`src/rtl/fu_dispatch_scheduler.sv`:
```
// Round-robin dispatcher that shares one integer functional unit among the
// reservation-station slots and broadcasts each result on the CDB (valid/ready).
module fu_dispatch_scheduler #(
    parameter int NUM_RS  = 4,
    parameter int TAG_W   = 3,
    parameter int TIMEOUT = 8
) (
    input  logic                    clock,
    input  logic                    reset,
    input  logic [NUM_RS-1:0]       rs_req,
    input  logic [NUM_RS*16-1:0]    rs_instr,
    input  logic [NUM_RS*TAG_W-1:0] rs_tag,
    input  logic [NUM_RS*16-1:0]    rs_vj,
    input  logic [NUM_RS*16-1:0]    rs_vk,
    output logic [NUM_RS-1:0]       rs_grant,
    input  logic                    fu_available,
    output logic                    fu_issue,
    output logic [15:0]             fu_instruction,
    output logic [TAG_W-1:0]        fu_tag,
    output logic [15:0]             fu_r1,
    output logic [15:0]             fu_r2,
    input  logic                    fu_done,
    input  logic [15:0]             fu_result,
    output logic                    cdb_valid,
    output logic [TAG_W-1:0]        cdb_tag,
    output logic [15:0]             cdb_data,
    input  logic                    cdb_ready,
    output logic                    busy,
    output logic                    err_opcode,
    output logic                    err_timeout
);

    localparam int PTR_W = (NUM_RS > 1) ? $clog2(NUM_RS) : 1;
    localparam int CNT_W = $clog2(TIMEOUT + 1);

    typedef enum logic [1:0] {
        S_IDLE  = 2'd0,
        S_ISSUE = 2'd1,
        S_WAIT  = 2'd2,
        S_BCAST = 2'd3
    } state_t;

    state_t             state_q;
    logic [PTR_W-1:0]   rr_ptr_q;
    logic [CNT_W-1:0]   cnt_q;
    logic [NUM_RS-1:0]  rs_grant_q;
    logic               fu_issue_q;
    logic               cdb_valid_q;
    logic               err_opcode_q;
    logic               err_timeout_q;
    logic [15:0]        instr_q;
    logic [TAG_W-1:0]   tag_q;
    logic [15:0]        vj_q;
    logic [15:0]        vk_q;
    logic [TAG_W-1:0]   cdb_tag_q;
    logic [15:0]        cdb_data_q;

    logic [15:0]        slot_instr [NUM_RS];
    logic [TAG_W-1:0]   slot_tag   [NUM_RS];
    logic [15:0]        slot_vj    [NUM_RS];
    logic [15:0]        slot_vk    [NUM_RS];

    logic               sel_found;
    logic [PTR_W-1:0]   sel_idx;
    logic [NUM_RS-1:0]  sel_onehot;
    logic [PTR_W-1:0]   rr_ptr_d;
    logic [3:0]         sel_op;
    logic               sel_legal;

    for (genvar gi = 0; gi < NUM_RS; gi++) begin : g_slot
        assign slot_instr[gi] = rs_instr[16*gi +: 16];
        assign slot_tag[gi]   = rs_tag[TAG_W*gi +: TAG_W];
        assign slot_vj[gi]    = rs_vj[16*gi +: 16];
        assign slot_vk[gi]    = rs_vk[16*gi +: 16];
        assign sel_onehot[gi] = (sel_idx == PTR_W'(gi));
    end

    // First requester at or after rr_ptr, wrapping modulo NUM_RS.
    always_comb begin
        int cand;
        cand      = 0;
        sel_found = 1'b0;
        sel_idx   = '0;
        for (int i = 0; i < NUM_RS; i++) begin
            cand = int'(rr_ptr_q) + i;
            if (cand >= NUM_RS) begin
                cand = cand - NUM_RS;
            end
            if (!sel_found && rs_req[cand[PTR_W-1:0]]) begin
                sel_found = 1'b1;
                sel_idx   = cand[PTR_W-1:0];
            end
        end
    end

    assign rr_ptr_d  = (sel_idx == PTR_W'(NUM_RS - 1)) ? '0 : sel_idx + PTR_W'(1);
    assign sel_op    = slot_instr[sel_idx][3:0];
    assign sel_legal = (sel_op == 4'h0) || (sel_op == 4'h1) ||
                       (sel_op == 4'h4) || (sel_op == 4'h5);

    always_ff @(posedge clock) begin
        if (reset) begin
            state_q       <= S_IDLE;
            rr_ptr_q      <= '0;
            cnt_q         <= '0;
            rs_grant_q    <= '0;
            fu_issue_q    <= 1'b0;
            cdb_valid_q   <= 1'b0;
            err_opcode_q  <= 1'b0;
            err_timeout_q <= 1'b0;
            instr_q       <= '0;
            tag_q         <= '0;
            vj_q          <= '0;
            vk_q          <= '0;
            cdb_tag_q     <= '0;
            cdb_data_q    <= '0;
        end else begin
            rs_grant_q    <= '0;
            fu_issue_q    <= 1'b0;
            err_opcode_q  <= 1'b0;
            err_timeout_q <= 1'b0;
            case (state_q)
                S_IDLE: begin
                    if (sel_found && fu_available) begin
                        instr_q    <= slot_instr[sel_idx];
                        tag_q      <= slot_tag[sel_idx];
                        vj_q       <= slot_vj[sel_idx];
                        vk_q       <= slot_vk[sel_idx];
                        rr_ptr_q   <= rr_ptr_d;
                        rs_grant_q <= sel_onehot;
                        // Illegal opcodes are consumed and dropped without touching the FU.
                        if (sel_legal) begin
                            fu_issue_q <= 1'b1;
                            state_q    <= S_ISSUE;
                        end else begin
                            err_opcode_q <= 1'b1;
                        end
                    end
                end
                S_ISSUE: begin
                    cnt_q   <= '0;
                    state_q <= S_WAIT;
                end
                S_WAIT: begin
                    if (fu_done) begin
                        cdb_data_q  <= fu_result;
                        cdb_tag_q   <= tag_q;
                        cdb_valid_q <= 1'b1;
                        state_q     <= S_BCAST;
                    end else if (cnt_q == CNT_W'(TIMEOUT - 1)) begin
                        err_timeout_q <= 1'b1;
                        state_q       <= S_IDLE;
                    end else begin
                        cnt_q <= cnt_q + CNT_W'(1);
                    end
                end
                S_BCAST: begin
                    if (cdb_ready) begin
                        cdb_valid_q <= 1'b0;
                        state_q     <= S_IDLE;
                    end
                end
                default: state_q <= S_IDLE;
            endcase
        end
    end

    assign rs_grant       = rs_grant_q;
    assign fu_issue       = fu_issue_q;
    assign fu_instruction = instr_q;
    assign fu_tag         = tag_q;
    assign fu_r1          = vj_q;
    assign fu_r2          = vk_q;
    assign cdb_valid      = cdb_valid_q;
    assign cdb_tag        = cdb_tag_q;
    assign cdb_data       = cdb_data_q;
    assign busy           = (state_q != S_IDLE);
    assign err_opcode     = err_opcode_q;
    assign err_timeout    = err_timeout_q;

endmodule

```
`config.mk`:
```
export PLATFORM = sky130hd
export DESIGN_NAME = fu_dispatch_scheduler
export DESIGN_NICKNAME = d
export VERILOG_FILES = /design/src/rtl/fu_dispatch_scheduler.sv
export SDC_FILE = /design/constraint.sdc
export NUM_CORES = 1
export LEC_CHECK = 0
export CAP_MARGIN = 10
export CORE_AREA = 2 2 119 121
export CTS_CLUSTER_DIAMETER = 100
export DETAILED_ROUTE_END_ITERATION = 6
export DIE_AREA = 0 0 121 123
export PLACE_DENSITY = 0.77
export SETUP_SLACK_MARGIN = 0.3
export SLEW_MARGIN = 20
export SYNTH_ARGS = -nofsm -noshare
export SYNTH_HDL_FRONTEND = slang
export SYNTH_SLANG_ARGS = --single-unit
```
`constraint.sdc`:
```
create_clock -name clock -period 2.3 [get_ports clock]
set_clock_uncertainty 0.05 [all_clocks]
set_input_delay 0.46 -clock clock [delete_from_list [all_inputs] [get_ports clock]]
set_output_delay 0.46 -clock clock [all_outputs]
set_load 0.01 [all_outputs]
```
-- Word level (Yosys, flattened, before mapping)
Cells that the tools add are included.
- order comparisons: 9
- bitwise logic cells: 4
- reductions and logical operators: 23
- eq/ne operators: 17
- add/subtract/negate cells: 9
- multiplexer cells: 48
- operators by type and width (kind ; count):
    $bmux W16 S2 ; 3
    $mux W16 ; 6
    $mux W2 ; 14
    $mux W1 ; 13
    $eq A4 B3 Y1 const B ; 3
    $ge A3 B3 Y1 const B ; 4
    $lt A2 B3 Y1 const B ; 4
    $ne A2 B2 Y1 const B ; 6
    $bmux W1 S2 ; 4
    $eq A2 B2 Y1 const B ; 4
    $mux W4 ; 2
    $pmux W2 S4 ; 1
    $pmux W4 S2 ; 1
    $sub A2 B1 Y2 const B ; 4
    $add A2 B2 Y3 const B ; 2
    $bmux W3 S2 ; 1
    $mux W3 ; 2
    $reduce_and A3 Y1 ; 2
    $reduce_bool A2 Y1 ; 3
    $reduce_or A3 Y1 ; 2
    $add A4 B1 Y4 const B ; 1
    $eq A2 B1 Y1 const B ; 2
    $eq A4 B1 Y1 const B ; 1
    $logic_and A1 B1 Y1 ; 4
    13 further kinds ; 21
- output and inout bits: 79
- logic and storage cells: 124
- bits of input ports: 229
- register bits: 86

-- Logic depth before layout (Yosys ltp)
Gate-level depths: netlist of the first run.
- depth in word-level cells: 25
- mapped depth: 10
- depth with buffers taken out: 7

-- Least setup slack after synthesis of the first run
No wires, ideal clock.
- kind: input-to-reg
- from: input port rs_req[2]
- to: register rr_ptr_q[1]
- data required time: 2122 ps
- arrival: 1841 ps
- setup time: 128 ps
- path buffers: 1
- slack: 281 ps
- stages on the path: 7
- cells stage by stage: mux2i_1 -> nor2_1 -> nor3_2 -> clkbuf_1 -> ha_1 -> mux2i_1 -> nor2_1
- longest elaborated chain between the ends: 14
- elaborated cells between the ends (all ways): 27
- those cells by class: add/sub (1); eq/ne (1); mux (17); reduce/logical (8)
- ends and longest elaborated chain (item ; line ; text):
    from (decl) ; 10 ; input logic [NUM_RS-1:0] rs_req,
    $bmux W1 S2 ; 89 ; if (!sel_found && rs_req[cand[PTR_W-1:0]]) begin
    $mux W1 (implied by the code) ; 89 ;
    $mux W1 ; 89 ;
    $logic_not A1 Y1 ; 89 ;
    $logic_and A1 B1 Y1 ; 89 ;
    $mux W1 ; 89 ;
    $logic_not A1 Y1 ; 89 ;
    $logic_and A1 B1 Y1 ; 89 ;
    $mux W1 ; 89 ;
    $logic_not A1 Y1 ; 89 ;
    $logic_and A1 B1 Y1 ; 89 ;
    $mux W2 (*) ; 89 ;
    $add A2 B1 Y2 or $eq A2 B2 Y1 (tied branches) ; 96 ; assign rr_ptr_d = (sel_idx == PTR_W'(NUM_RS - 1)) ? '0 : sel_idx + PTR_W'(1);
    $mux W2 (*) ; 96 ;
    net rr_ptr_d[1] ; 66 ; logic [PTR_W-1:0] rr_ptr_d;
    to (signal assigned) ; 129 ; rr_ptr_q <= rr_ptr_d;
    to (decl) ; 44 ; logic [PTR_W-1:0] rr_ptr_q;
The timed path passes the listed nets; every way through them passes the cells marked *. The select of a mux whose other input is x is not followed.
A chain may end at the register's enable or synchronous reset.

-- Worst setup path in the final report of the first run
- from: register rr_ptr_q[1]
- to: register vj_q[5] (netlist: fu_r1[5])
- longest elaborated chain between the ends: 18
- elaborated cells between the ends (all ways): 43
- those cells by class: add/sub (7); order compare (4); mux (23); bitwise (1); reduce/logical (8)
- ends and longest elaborated chain (item ; line ; text):
    branches (longest 18 deep; another with $add A2 B1 Y3) ; -- ;
    to (signal assigned) ; 127 ; vj_q <= slot_vj[sel_idx];
    to (decl) ; 53 ; logic [15:0] vj_q;
Parallel ways; which one is timed is not known. The select of a mux whose other input is x is not followed.

==> results of run 1 <==
critical path: cells and delay by family, from the launching register on:
| family | cells | cell delay (ps) |
|---|---|---|
| buf+inv | 2 | 300 |
| mux | 1 | 190 |
| compound gates | 4 | 860 |
| flops | 1 | 380 |
| simple gates | 1 | 90 |
stage by stage:
stage | total power [mW] | hold WS [ps]
CTS | 6.14 | 406
finish | 6.22 | 404
global route | 6.54 | 428
floorplan | 3.13 | 415
detailed placement | 4.41 | 397
global placement | 4.36 | 385
worst min path at each step:
stage / startpoint / to / slack [ps]
after detailed placement: fu_instruction[1] / fu_instruction[1] / 400
after global routing: cdb_data[13] / cdb_data[13] / 430
after global placement: fu_instruction[3] / fu_instruction[3] / 380
after floorplan: cnt_q[1] / cnt_q[1] / 420
after CTS: fu_instruction[1] / fu_instruction[1] / 410
final: fu_instruction[1] / fu_instruction[1] / 400
flip-flops by register name, summed over array words and instances, names as in the netlist:
| signal | count |
|---|---|
| rs_grant | 4 |
| err_opcode | 1 |
| state_q | 2 |
| fu_issue | 1 |
| err_timeout | 1 |
| cdb_data | 16 |
| rr_ptr_q | 2 |
| fu_instruction | 16 |
| cdb_tag | 3 |
| cnt_q | 4 |
| cdb_valid | 1 |
| fu_r2 | 16 |
| fu_tag | 3 |
| fu_r1 | 16 |
final cells by class:
type / count / area, sq um / share of cell area (%)
clock inverter: 6 / 93.8 / 1.09
clock buffer: 10 / 229 / 2.65
timing repair buffer: 348 / 3650 / 42.3
tap: 180 / 225 / 2.61
multi-input combinational: 384 / 2680 / 31.1
sequential: 86 / 1730 / 20.0
antenna: 1 / 2.50 / 0.0290
inverter: 4 / 15.0 / 0.174
layer usage:
metal | routed length [microns] | vias to the layer above
met3 | 1470 | 26
met1 | 6900 | 2442
li1 | - | 2478
met2 | 9190 | 227
met4 | 354 | 0
met5 | 0 | -
power by group through the flow:
stage / sequential [mW] / clock [mW] / combinational (mW)
3_5_place_dp: 1.94 / 0 / 2.48
3_3_place_gp: 1.92 / 0 / 2.44
4_1_cts: 1.91 / 1.61 / 2.62
5_1_grt: 1.95 / 1.68 / 2.91
6_report: 1.91 / 1.58 / 2.73
2_1_floorplan: 2.01 / 0 / 1.13
layout by cell type (no fill, tap or decap), drive strengths merged, types with 2 or more instances in the layout:
| cell | instances |
|---|---|
| clkdlybuf4s50 | 302 |
| nand2 | 145 |
| mux2i | 104 |
| dfxtp | 86 |
| a32o | 49 |
| buf | 38 |
| a21oi | 28 |
| clkbuf | 14 |
| nor2 | 11 |
| and2 | 6 |
| nor3 | 6 |
| inv | 6 |
| ha | 5 |
| nand2b | 4 |
| o21ai | 4 |
| nor2b | 3 |
| nand3 | 3 |
| dlygate4sd2 | 3 |
| o22a | 2 |
| xor2 | 2 |
| mux2 | 2 |
| bufinv | 2 |
cell families (layout without fill, tap and decap cells):
family / after synthesis / in the layout / synth area share, %
other: 0 / 1 / 0
buffers and inverters: 42 / 368 / 4.93
xor gates and xnor gates: 2 / 2 / 0.385
and+or+nand+nor: 183 / 183 / 16.5
muxes: 106 / 106 / 23.4
adders and majority gates: 5 / 5 / 1.38
DFF: 86 / 86 / 37.9
AOI/OAI and AO/OA: 87 / 88 / 15.5
what timing repair did:
action                                  4_1_cts  5_1_grt
endpoints found under the hold margin         0        0
cloned                                        4        3
resized for setup                            13       13
setup buffers                                 3        5
endpoints found under the setup margin       57       52
pin swaps                                     1       10
==> run summary, run 1 <==
status: finished, final reports clean
Sw Pwr: 1.96 mW
max incr delay on CP: 380 ps
met1 Usage GRT: 24.9%
Setup violations, final: 0
grt total ovfl: 0
GR Layer Usage met3: 8.21%
P per Cell Area: 721 nW/um^2
met2 GRT Util: 41.3%
chip width: 121 microns
WL final: 17900 microns
first-pass GRT wire length: 26200 microns
layout net count: 1067
chip height: 123 microns
PortBufs: 307
Crit path arrival time: 2180 ps
Max IR drop VDD: 0.000417 V
Tmin final: 1990 ps
Final Core Density: 63.4%
cts hold-fix bufs: 0
Sw Share: 31.4%
CP endpoint kind: flip-flop
fraction of layout cells with a size suffix above 1: 9.07%
vias in the first global route: 5219
Post-Syn Area: 4550 sq um
CTS tree: built
Gate Count Post-Synth: 511
Slew headroom: 58.8%
fraction of registers with async set/reset: 0%
CTS max path bufs: 2
Core Area: 13600 sq um
f_max: 502 MHz
Setup TNS: 0 ps
FP Rows: 43
number of enable flip-flop cells after synthesis: 0
drt first pass iters: 5
Setup crit end: fu_r1[5]
critical path's slowest cell: dfxtp_4
fin. max-slew vios: 0
total number of vias: 5173
cell area after layout: 8630 sq um
Setup WS post-layout: 308 ps
Final Cycle Share: 86.6%
Pint: 4.27 mW
post-synthesis cell type with the largest combined area: dfxtp_1
# IOs: 308
Initial Util: 33.4%
initial antenna violation count: 0
Critical Path Start: rr_ptr_q[1]
placed cell count: 987
max_cap viols: 0
CTS Buf Count: 9
worst skew pair latency: 340 ps
startpoint types: flip-flop
# fillers: 1108
largest net degree at the start of global routing: 29
RSZ-0062 raised after global routing: yes
top cell type's share of synthesized area: 37.9%
H-tree Lvls: 3
CP cell instances: a21oi_2 > o21a_1 > o22a_4 > buf_12 > buf_16 > mux2i_2 > nand2_1 > a32o_1
crit path kind: flip-flop to flip-flop
wire per inst: 17.6 microns
area delta synth->final: 89.8%
Synth area leaders: dfxtp_1 (38%), mux2i_1 (23%), nand2_1 (12%)
reg-to-reg startpoint: rr_ptr_q[1]
final antenna-violating net count: 0
CTS sink cnt: 86
Placer Congestion: 0.838
GR peak layer: met2
Register-to-Register Path Depth: 8
GRT Total Usage: 22.7%
drt via density: 5.08
YS warnings: 0
Iter 0 DRT Violations: 322
dominant synthesized flop cell: dfxtp_1
worst hold path class: flip-flop to flip-flop
worst hold stages: 2
Synth Area per Inst: 8.90 sq um
slew at the pin closest to its max-slew limit: 616 ps
Yosys reg bits: 86
LEAKAGE: 3.30 nW
Layout Cells excl Fill: 1019
Root Driver: clkbuf_16
area of the die: 14900 sq um
Reg power frac: 30.8%
syn nets: 745
clock power share: 25.4%
final hold vios: 0
Reg-to-Reg End: fu_r1[5]
post-DP HPWL: 13600 microns
Reg clk slew, reported paths: 60 ps
Comb power frac: 43.9%
# DRC: 0
count leader, synth: nand2_1
synth unique cells: 33
CP required: 2490 ps
pre-CTS WS: -218 ps
Worst Path Max Fanout: 8
sequential-to-total area share from yosys stat: 37.9%
flop2flop setup slack: 310 ps
top cells by count, synth: nand2_1 (145), mux2i_1 (104), dfxtp_1 (86)
placed inst area: 7990 sq um
Note: power is estimated with default switching activity, not from simulation.
==> run 2, diff against run 1 <==
- SKIP_CTS_REPAIR_TIMING: not set -> 1
- SKIP_LAST_GASP: not set -> 1
==> run summary, run 2 (same netlist as run 1, synthesis figures left out) <==
status: finished, final reports clean (unchanged)
Max IR drop VDD: 0.000415 V (was 0.000417 V)
placed inst area: 7990 sq um (unchanged)
Setup WS post-layout: 342 ps (was 308 ps)
fin. max-slew vios: 0 (unchanged)
fraction of layout cells with a size suffix above 1: 7.47% (was 9.07%)
startpoint types: flip-flop (unchanged)
Comb power frac: 42.7% (was 43.9%)
grt total ovfl: 0 (unchanged)
Sw Pwr: 1.92 mW (was 1.96 mW)
Crit path arrival time: 2150 ps (was 2180 ps)
Tmin final: 1960 ps (was 1990 ps)
GRT Total Usage: 21.9% (was 22.7%)
FP Rows: 43 (unchanged)
Root Driver: clkbuf_16 (unchanged)
slew at the pin closest to its max-slew limit: 612 ps (was 616 ps)
chip width: 121 microns (unchanged)
CP required: 2490 ps (about the same)
final hold vios: 0 (unchanged)
cell area after layout: 8490 sq um (was 8630 sq um)
crit path kind: flip-flop to flip-flop (unchanged)
# DRC: 0 (unchanged)
f_max: 511 MHz (was 502 MHz)
# fillers: 1122 (was 1108)
CTS tree: built (unchanged)
initial antenna violation count: 0 (unchanged)
vias in the first global route: 5175 (was 5219)
Reg area: 1730 sq um (about the same)
final antenna-violating net count: 0 (unchanged)
WL final: 17500 microns (was 17900 microns)
Setup violations, final: 0 (unchanged)
area delta synth->final: 86.7% (was 89.8%)
wire per inst: 17.3 microns (was 17.6 microns)
# IOs: 308 (unchanged)
Pint: 4.18 mW (was 4.27 mW)
Slew headroom: 59.1% (was 58.8%)
first-pass GRT wire length: 25400 microns (was 26200 microns)
PortBufs: 307 (unchanged)
ANT cells: 0 (was 1)
total number of vias: 5127 (was 5173)
chip height: 123 microns (unchanged)
post-DP HPWL: 13600 microns (unchanged)
CP endpoint kind: flip-flop (unchanged)
drt first pass iters: 5 (unchanged)
Final Cycle Share: 85.1% (was 86.6%)
layout net count: 1059 (was 1067)
Setup TNS: 0 ps (unchanged)
Core Area: 13600 sq um (unchanged)
Reg clk slew, reported paths: 60 ps (about the same)
worst skew pair latency: 340 ps (about the same)
Reg power frac: 31.4% (was 30.8%)
CTS sink cnt: 86 (unchanged)
area of the multi-input gates: 2650 sq um (was 2680 sq um)
area of the die: 14900 sq um (unchanged)
H-tree Lvls: 3 (unchanged)
P per Cell Area: 719 nW/um^2 (was 721 nW/um^2)
drt via density: 5.08 (about the same)
RSZ-0062 raised after global routing: no (was yes)
Iter 0 DRT Violations: 304 (was 322)
Initial Util: 33.4% (unchanged)
commonest non-fill, non-tap cell in the layout: clkdlybuf4s50_1 (unchanged)
largest net degree at the start of global routing: 29 (unchanged)
CTS max path bufs: 2 (unchanged)
Final Total Pwr: 6.10 mW (was 6.22 mW)
Final Core Density: 62.3% (was 63.4%)
pre-CTS WS: -218 ps (unchanged)
Worst Path Max Fanout: 7 (was 8)
CTS Buf Count: 9 (unchanged)
Placer Congestion: 0.838 (unchanged)
worst hold path class: flip-flop to flip-flop (unchanged)
commonest non-fill, non-tap cells in the layout: clkdlybuf4s50_1 (302), nand2_1 (145), mux2i_1 (103) (was clkdlybuf4s50_1 (302), nand2_1 (145), mux2i_1 (100))
LEAKAGE: 3.28 nW (was 3.30 nW)
clock power share: 25.9% (was 25.4%)
max_cap viols: 0 (unchanged)
Sw Share: 31.4% (about the same)
run 2: cell count changes in the layout (fill, tap and decap cells not counted), sizes merged:
cell           change
dlygate4sd2        -3
diode              -1
clkdlybuf4s15      -1
buf                -8
clkbuf             -1
dlymetal6s2s       +5
run 2: path summary, 6_finish.rpt:
kind	start	to	slack, ps	cells past startpoint
worst max-delay path	rr_ptr_q[1]	fu_issue	340	7
worst min-delay path	fu_instruction[1]	fu_instruction[1]	400	2
worst max register to register	rr_ptr_q[1]	fu_issue	340	7
worst min register to register	fu_instruction[1]	fu_instruction[1]	400	2
run 2: per-layer routing:
metal  up-vias  share of wire, %  GRT usage (%)
li1       2459                 -              -
met1      2410                38           23.4
met2       232                51           39.9
met3        26               9.0           8.53
met4         0               2.0           6.25
met5         -                 0              0
run 2: layout make-up:
cell class | count | area share (%)
inverter | 4 | 0.177
multi-input combinational | 384 | 31.2
clock inverter | 6 | 1.11
sequential | 86 | 20.4
timing repair buffer | 340 | 41.8
clock buffer | 10 | 2.70
tap | 180 | 2.65
run 2: power groups by stage:
stage	clock network (mW)	registers (mW)	logic, mW
4_1_cts	1.61	1.91	2.49
3_5_place_dp	0	1.94	2.48
3_3_place_gp	0	1.92	2.44
6_report	1.58	1.91	2.61
2_1_floorplan	0	2.01	1.13
5_1_grt	1.68	1.95	2.79
run 2: worst max-delay path, stage by stage (launching register included):
cell	delay, ps
dfxtp_4	400
a21oi_1	70
o21a_1	220
o22a_2	310
buf_4	170
mux2i_1	150
mux2_2	300
and3_1	180
run 2: stage by stage:
stage               hold WS (ps)  std cells
global route                 428       1010
finish                       404       1010
floorplan                    415        511
global placement             385        987
CTS                          406       1003
detailed placement           397        987
